## src/rtl/sevenseg_pkg.sv

```systemverilog
// rtl/sevenseg_pkg.sv - shared font, blank pattern and scan state encoding for the seven-segment driver
package sevenseg_pkg;

  localparam logic [6:0] SEG_OFF = 7'b0;

  localparam logic ST_BLANK_ENC = 1'b0;
  localparam logic ST_ON_ENC    = 1'b1;

  typedef enum logic {
    ST_BLANK = ST_BLANK_ENC,
    ST_ON    = ST_ON_ENC
  } seg_state_e;

  // Segments a..g on bits 6..0, active-high
  function automatic logic [6:0] SEG_FONT(input logic [3:0] nib);
    logic [6:0] seg;
    case (nib)
      4'h0: seg = 7'h7E;
      4'h1: seg = 7'h30;
      4'h2: seg = 7'h6D;
      4'h3: seg = 7'h79;
      4'h4: seg = 7'h33;
      4'h5: seg = 7'h5B;
      4'h6: seg = 7'h5F;
      4'h7: seg = 7'h70;
      4'h8: seg = 7'h7F;
      4'h9: seg = 7'h7B;
      4'hA: seg = 7'h77;
      4'hB: seg = 7'h1F;
      4'hC: seg = 7'h4E;
      4'hD: seg = 7'h3D;
      4'hE: seg = 7'h4F;
      default: seg = 7'h47;
    endcase
    return seg;
  endfunction

endpackage

```

## src/rtl/sevenseg_tick_gen.sv

```systemverilog
// rtl/sevenseg_tick_gen.sv - free-running slot prescaler with a tick on its wrap cycle
module sevenseg_tick_gen #(
  parameter int REFRESH_DIV = 50000,
  parameter int CNT_W       = $clog2(REFRESH_DIV)
) (
  input  logic             clk,
  input  logic             rst_n,
  output logic [CNT_W-1:0] cnt,
  output logic             tick
);

  logic [CNT_W-1:0] cnt_q, cnt_d;

  // Reset to the last count so the first edge after release is already a tick
  always_comb begin
    tick  = (cnt_q == CNT_W'(REFRESH_DIV - 1));
    cnt_d = tick ? '0 : cnt_q + CNT_W'(1);
  end

  always_ff @(posedge clk or negedge rst_n) begin
    if (!rst_n) cnt_q <= CNT_W'(REFRESH_DIV - 1);
    else        cnt_q <= cnt_d;
  end

  assign cnt = cnt_q;

endmodule

```

## src/rtl/sevenseg_scan_driver.sv

```systemverilog
// rtl/sevenseg_scan_driver.sv - multiplexed common-cathode display scanner with blanking, dp, enable and zero suppression
module sevenseg_scan_driver
  import sevenseg_pkg::*;
#(
  parameter int DIGITS      = 4,
  parameter int REFRESH_DIV = 50000,
  parameter int BLANK_CYC   = 500
) (
  input  logic                  clk,
  input  logic                  rst_n,
  input  logic [4*DIGITS-1:0]   data_in,
  input  logic [DIGITS-1:0]     dp_in,
  input  logic [DIGITS-1:0]     digit_en,
  input  logic                  lz_suppress,
  output logic [DIGITS-1:0]     grounds,
  output logic [6:0]            display,
  output logic                  dp,
  output logic                  frame_done
);

  localparam int IDX_W = $clog2(DIGITS);
  localparam int CNT_W = $clog2(REFRESH_DIV);

  if (DIGITS < 2 || REFRESH_DIV < 4 || BLANK_CYC < 1 || BLANK_CYC > REFRESH_DIV - 2) begin : g_param_check
    $error("sevenseg_scan_driver: parameter out of range");
  end

  logic [CNT_W-1:0]    cnt;
  logic                tick;
  seg_state_e          state_q, state_d;
  logic [IDX_W-1:0]    idx_q, idx_d;
  logic [4*DIGITS-1:0] data_q, data_d;
  logic [DIGITS-1:0]   dp_sh_q, dp_sh_d;
  logic [DIGITS-1:0]   lit_q, lit_d, lit_calc;
  logic [DIGITS-1:0]   grounds_q, grounds_d, gnd_sel;
  logic [6:0]          display_q, display_d;
  logic                dp_q, dp_d, frame_done_q, frame_done_d;
  logic [3:0]          nib;
  logic                sel_lit, sel_dp, run, sup;

  sevenseg_tick_gen #(.REFRESH_DIV(REFRESH_DIV), .CNT_W(CNT_W)) u_tick_gen (
    .clk  (clk),
    .rst_n(rst_n),
    .cnt  (cnt),
    .tick (tick)
  );

  // Lit mask from the values about to be captured; disabled digits do not break the zero run
  always_comb begin
    lit_calc = '0;
    run      = 1'b1;
    sup      = 1'b0;
    for (int i = 0; i < DIGITS; i++) begin
      sup = lz_suppress && run && (data_in[4*(DIGITS-1-i) +: 4] == 4'h0) &&
            !dp_in[DIGITS-1-i] && (i != DIGITS - 1);
      if (digit_en[DIGITS-1-i]) begin
        run                  = sup;
        lit_calc[DIGITS-1-i] = !sup;
      end
    end
  end

  always_comb begin
    state_d      = state_q;
    idx_d        = idx_q;
    data_d       = data_q;
    dp_sh_d      = dp_sh_q;
    lit_d        = lit_q;
    frame_done_d = 1'b0;
    grounds_d    = '1;
    display_d    = SEG_OFF;
    dp_d         = 1'b0;
    nib          = 4'h0;
    sel_lit      = 1'b0;
    sel_dp       = 1'b0;
    gnd_sel      = '1;

    if (tick) begin
      state_d = ST_BLANK;
      idx_d   = (idx_q == IDX_W'(DIGITS - 1)) ? '0 : idx_q + IDX_W'(1);
      if (idx_d == '0) begin
        data_d       = data_in;
        dp_sh_d      = dp_in;
        lit_d        = lit_calc;
        frame_done_d = 1'b1;
      end
    end else if (state_q == ST_BLANK && cnt == CNT_W'(BLANK_CYC - 1)) begin
      state_d = ST_ON;
    end

    for (int i = 0; i < DIGITS; i++) begin
      if (idx_d == IDX_W'(i)) begin
        nib                 = data_q[4*(DIGITS-1-i) +: 4];
        sel_lit             = lit_q[DIGITS-1-i];
        sel_dp              = dp_sh_q[DIGITS-1-i];
        gnd_sel[DIGITS-1-i] = 1'b0;
      end
    end

    // Capture and ON entry never share an edge, so shadow state is stable here
    if (state_d == ST_ON && sel_lit) begin
      grounds_d = gnd_sel;
      display_d = SEG_FONT(nib);
      dp_d      = sel_dp;
    end
  end

  always_ff @(posedge clk or negedge rst_n) begin
    if (!rst_n) begin
      state_q      <= ST_ON;
      idx_q        <= IDX_W'(DIGITS - 1);
      data_q       <= '0;
      dp_sh_q      <= '0;
      lit_q        <= '0;
      grounds_q    <= '1;
      display_q    <= SEG_OFF;
      dp_q         <= 1'b0;
      frame_done_q <= 1'b0;
    end else begin
      state_q      <= state_d;
      idx_q        <= idx_d;
      data_q       <= data_d;
      dp_sh_q      <= dp_sh_d;
      lit_q        <= lit_d;
      grounds_q    <= grounds_d;
      display_q    <= display_d;
      dp_q         <= dp_d;
      frame_done_q <= frame_done_d;
    end
  end

  assign grounds    = grounds_q;
  assign display    = display_q;
  assign dp         = dp_q;
  assign frame_done = frame_done_q;

endmodule

```

## config.mk

```make
export PLATFORM = sky130hd
export DESIGN_NAME = sevenseg_scan_driver
export DESIGN_NICKNAME = d
export VERILOG_FILES = /design/src/rtl/sevenseg_pkg.sv /design/src/rtl/sevenseg_tick_gen.sv /design/src/rtl/sevenseg_scan_driver.sv
export SDC_FILE = /design/constraint.sdc
export NUM_CORES = 1
export LEC_CHECK = 0
export ABC_CLOCK_PERIOD_IN_PS = 7230
export CAP_MARGIN = 20
export CELL_PAD_IN_SITES_DETAIL_PLACEMENT = 0
export CELL_PAD_IN_SITES_GLOBAL_PLACEMENT = 1
export CORE_MARGIN = 4
export CORE_UTILIZATION = 35
export DETAILED_ROUTE_END_ITERATION = 7
export PLACE_DENSITY_LB_ADDON = 0.05
export SETUP_SLACK_MARGIN = 0.3
export SLEW_MARGIN = 10
export SYNTH_ARGS = -nofsm -noshare
export SYNTH_HDL_FRONTEND = slang
export SYNTH_HIERARCHICAL = 1
export SYNTH_SLANG_ARGS = --single-unit
```

## constraint.sdc

```tcl
create_clock -name clk -period 7.23 [get_ports clk]
set_input_delay 1.446 -clock clk [delete_from_list [all_inputs] [get_ports clk]]
set_output_delay 1.446 -clock clk [all_outputs]
set_load 0.05 [all_outputs]
```

==> metrics.md <==
| Metric | Value |
|---|---|
| Setup Viol. Count Final | 0 |
| Fin crit share | 51.4% |
| Worst min path class | reg2reg |
| Layout cell share with drive strength beyond 1 | 23.4% |
| Net Count, Synth | about 270 |
| Netlist Area Pre-Place | between 0.002 and 0.003 mm2 |
| Status | finished, final reports clean |
| Pre-CTS setup slack | 3480 ps |
| Routed WL per cell | 15.8 um |
| Antenna-violating nets left | 0 |
| Post-synthesis sequential area ratio | 50.4% |
| Largest net degree at the start of global routing | 57 |
| Cells on worst reg2reg path | 12 |
| Final setup margin | 3510 ps |
| CP endpoint kind | register |
| Synth top area share | 35.5% |
| Full die area | 0.00957 mm2 |
| Skew final | approximately 15 ps |
| Startpoint Class | register |
| Ys flop type | dfrtp_1 |
| Placement Rows | 32 |
| Ys Warns | 6 |
| DRT Pass-1 Iters | 4 |
| H-tree depth | 2 |
| Largest family of logic cells by synthesized area | simple AND/OR/NAND/NOR gates |
| Flops & latches, synth | 56 |
| RSZ-0062 raised after global routing | false |
| Cts repair resizes | 0 |
| Fin. max-slew vios | 0 |
| Final GP Congestion | 0.785 |
| Synth Area in XOR/XNOR | under 10% |
| Clock sink count | 56 |
| Core footprint | 0.00777 mm2 |
| Post-CTS Hold Buffers | 0 |
| F_max | approximately 270 MHz |
| Layout overhead on the synthesized area | 20.2% |
| Vias per std cell | 5.03 |
| Ys async rst share | 100% |
| Die Y | 97.8 um |
| Post-synth EDFFs | 0 |
| Final min period | around 3700 ps |
| Hold depth | 1 |
| Area share of fa/ha/maj cells after synthesis | 3.55% |
| Max Cap Viol | 0 |
| Initial antenna violation count | 0 |
| # DRC | 0 |
| Crit Path Class | reg2reg |
| Total Nets Final | 308 |
| HPWL reported at the end of detailed placement | 4.31 mm |
| CTS root buf | clkbuf_8 |
| CTS tree | built |
| Final Hold Vio Count | 0 |
| Initial Utilization | 36.3% |
| Iter 0 DRT Violations | 67 |
| Num ports | 40 |
| Yosys cell types | 49 |
| Post-synthesis simple-gate area fraction | approximately 17% |
| GRT Total Usage | 13.0% |
| Cells after synthesis | 233 |
| DIE WIDTH | 97.8 um |
| P_leak | 1.44 nW |
| IO Port Bufs | 39 |
| Num CTS Buffers | 5 |
| Via Count | 1891 |
| Mux cell area share after synthesis | ~17% |
| Dpl cells | between 300 and 400 |
| Max Fanout on Critical Path | 14 |
| Finished Layout Cells | 376 |
| P per Cell Area | ~160 mW/mm2 |
| Setup Fix Bufs, Post-CTS | 0 |
| VDD IR max | between 0.06 and 0.07 mV |
| Clock slew at reported path FFs | approximately 110 ps |
| Clk_lat worst skew | between 300 and 400 ps |
| Max_slew headroom | 29.9% |
| Synth Area in Compound Gates | 5.10% |
| Crit path DAT | about 4000 ps |
| Worst path required time | around 7500 ps |
| ANT cells | 0 |
| GR Overflow Total | 0 |
| Routed wire length | 5.94 mm |
| Area leader, netlist | dfrtp_1 |
| Worst Tran Pin Value | between 1000 and 1500 ps |
| Largest cells by area after synthesis | dfrtp_1 (35%), dfstp_2 (15%), mux2_2 (9.2%), ha_1 (3.5%), mux2i_4 (3.2%) |
| Post-synth top cells | dfrtp_1 (40), mux2_2 (23), nand2_1 (18) |
| Setup TNS | 0 ps |
| Longest Clk Path Bufs | 2 |
| Global-route wire length before repair | between 10 and 15 mm |
| Vias in the first global route | roughly 1900 |
| Average size of a mapped cell | 12.1 um2 |
| Count leader, synth | dfrtp_1 |
## registers in the layout (all words and copies together), names as in the netlist
signal and flops:
data_q 16, u_tick_gen/cnt 16, display 7, dp_sh_q 4, grounds 4, lit_q 4
idx_q 2, dp 1, frame_done 1, state_q 1
## layer usage
layer	part of all wire (%)	track usage [%]
met2	42	18.1
met3	4.6	2.93
met1	52	20.0
met4	0.83	3.51
met5	0	0
## critical path, stage by stage, from the launching register on
cell	delay [ps]
dfstp_2	570
ha_1	190
and3_1	280
and4_1	590
mux2i_4	600
inv_4	160
nand2_1	100
nand3_1	90
nand2_1	160
inv_1	100
ha_1	260
mux4_2	460
nor2_1	100
## layout make-up
type | instances | area (um2)
Fill cell | 752 | 4380
Sequential cell | 56 | 1420
Multi-Input combinational cell | 162 | 1330
Timing Repair Buffer | 40 | 393
Tap cell | 102 | 128
Clock buffer | 5 | 68.8
Inverter | 8 | 32.5
Clock inverter | 3 | 22.5
## stage by stage
step	hold slack (ps)	power [mW]	instance area, um2	utilization [%]
2_1_floorplan	419	0.349	2820	-
3_3_place_gp	491	0.378	3300	42.5
3_5_place_dp	475	0.378	3300	42.5
4_1_cts	493	0.558	3390	43.7
5_1_grt	514	0.574	3390	43.7
6_report	492	0.546	3390	43.7
## power by group
part | switching (mW) | internal (mW)
logic | 0.0209 | 0.0256
registers | 0.00471 | 0.319
clock network | 0.106 | 0.0697
total | 0.131 | 0.415
## path summary, 6_finish.rpt
kind	from	end	slack, ps
setup / recovery	u_tick_gen/cnt[0]	display[3]	3510
hold / removal	lit_q[0]	grounds[0]	490
setup reg to reg	u_tick_gen/cnt[0]	display[3]	3510
hold reg to reg	lit_q[0]	grounds[0]	490
max in group asynchronous	rst_n	lit_q[3]	5500
min in group asynchronous	rst_n	u_tick_gen/cnt[13]	1250
## layout by cell type (no fill, tap or decap), types with 2 or more instances in the layout
cell type	instances
and4_1	4
nand2_1	18
a221oi_1	5
xnor2_1	6
nand2b_1	3
nor4b_1	4
mux2i_1	5
xor2_1	8
nand4_1	7
clkbuf_8	5
nor2_1	14
mux2i_4	4
clkdlybuf4s50_1	38
mux4_2	2
nor2b_1	2
nor3b_1	3
a21oi_1	3
dfstp_2	16
mux2i_2	2
o21ai_0	3
a31oi_1	2
and4b_1	2
nand3b_1	2
nand3_1	11
inv_1	6
and2_1	2
nor4_1	3
ha_1	8
mux2_2	23
dfrtp_1	40
## cell families (layout without fill, tap and decap cells)
group                    count (synthesis)  in the layout
AO/OA/AOI/OAI                           20             20
XOR/XNOR                                14             14
adder cells (fa/ha/maj)                  8              8
buffers and inverters                   15             56
flip-flops                              56             56
multiplexers                            36             36
AND/OR/NAND/NOR                         84             84
Power figures use the tool's default switching activity.
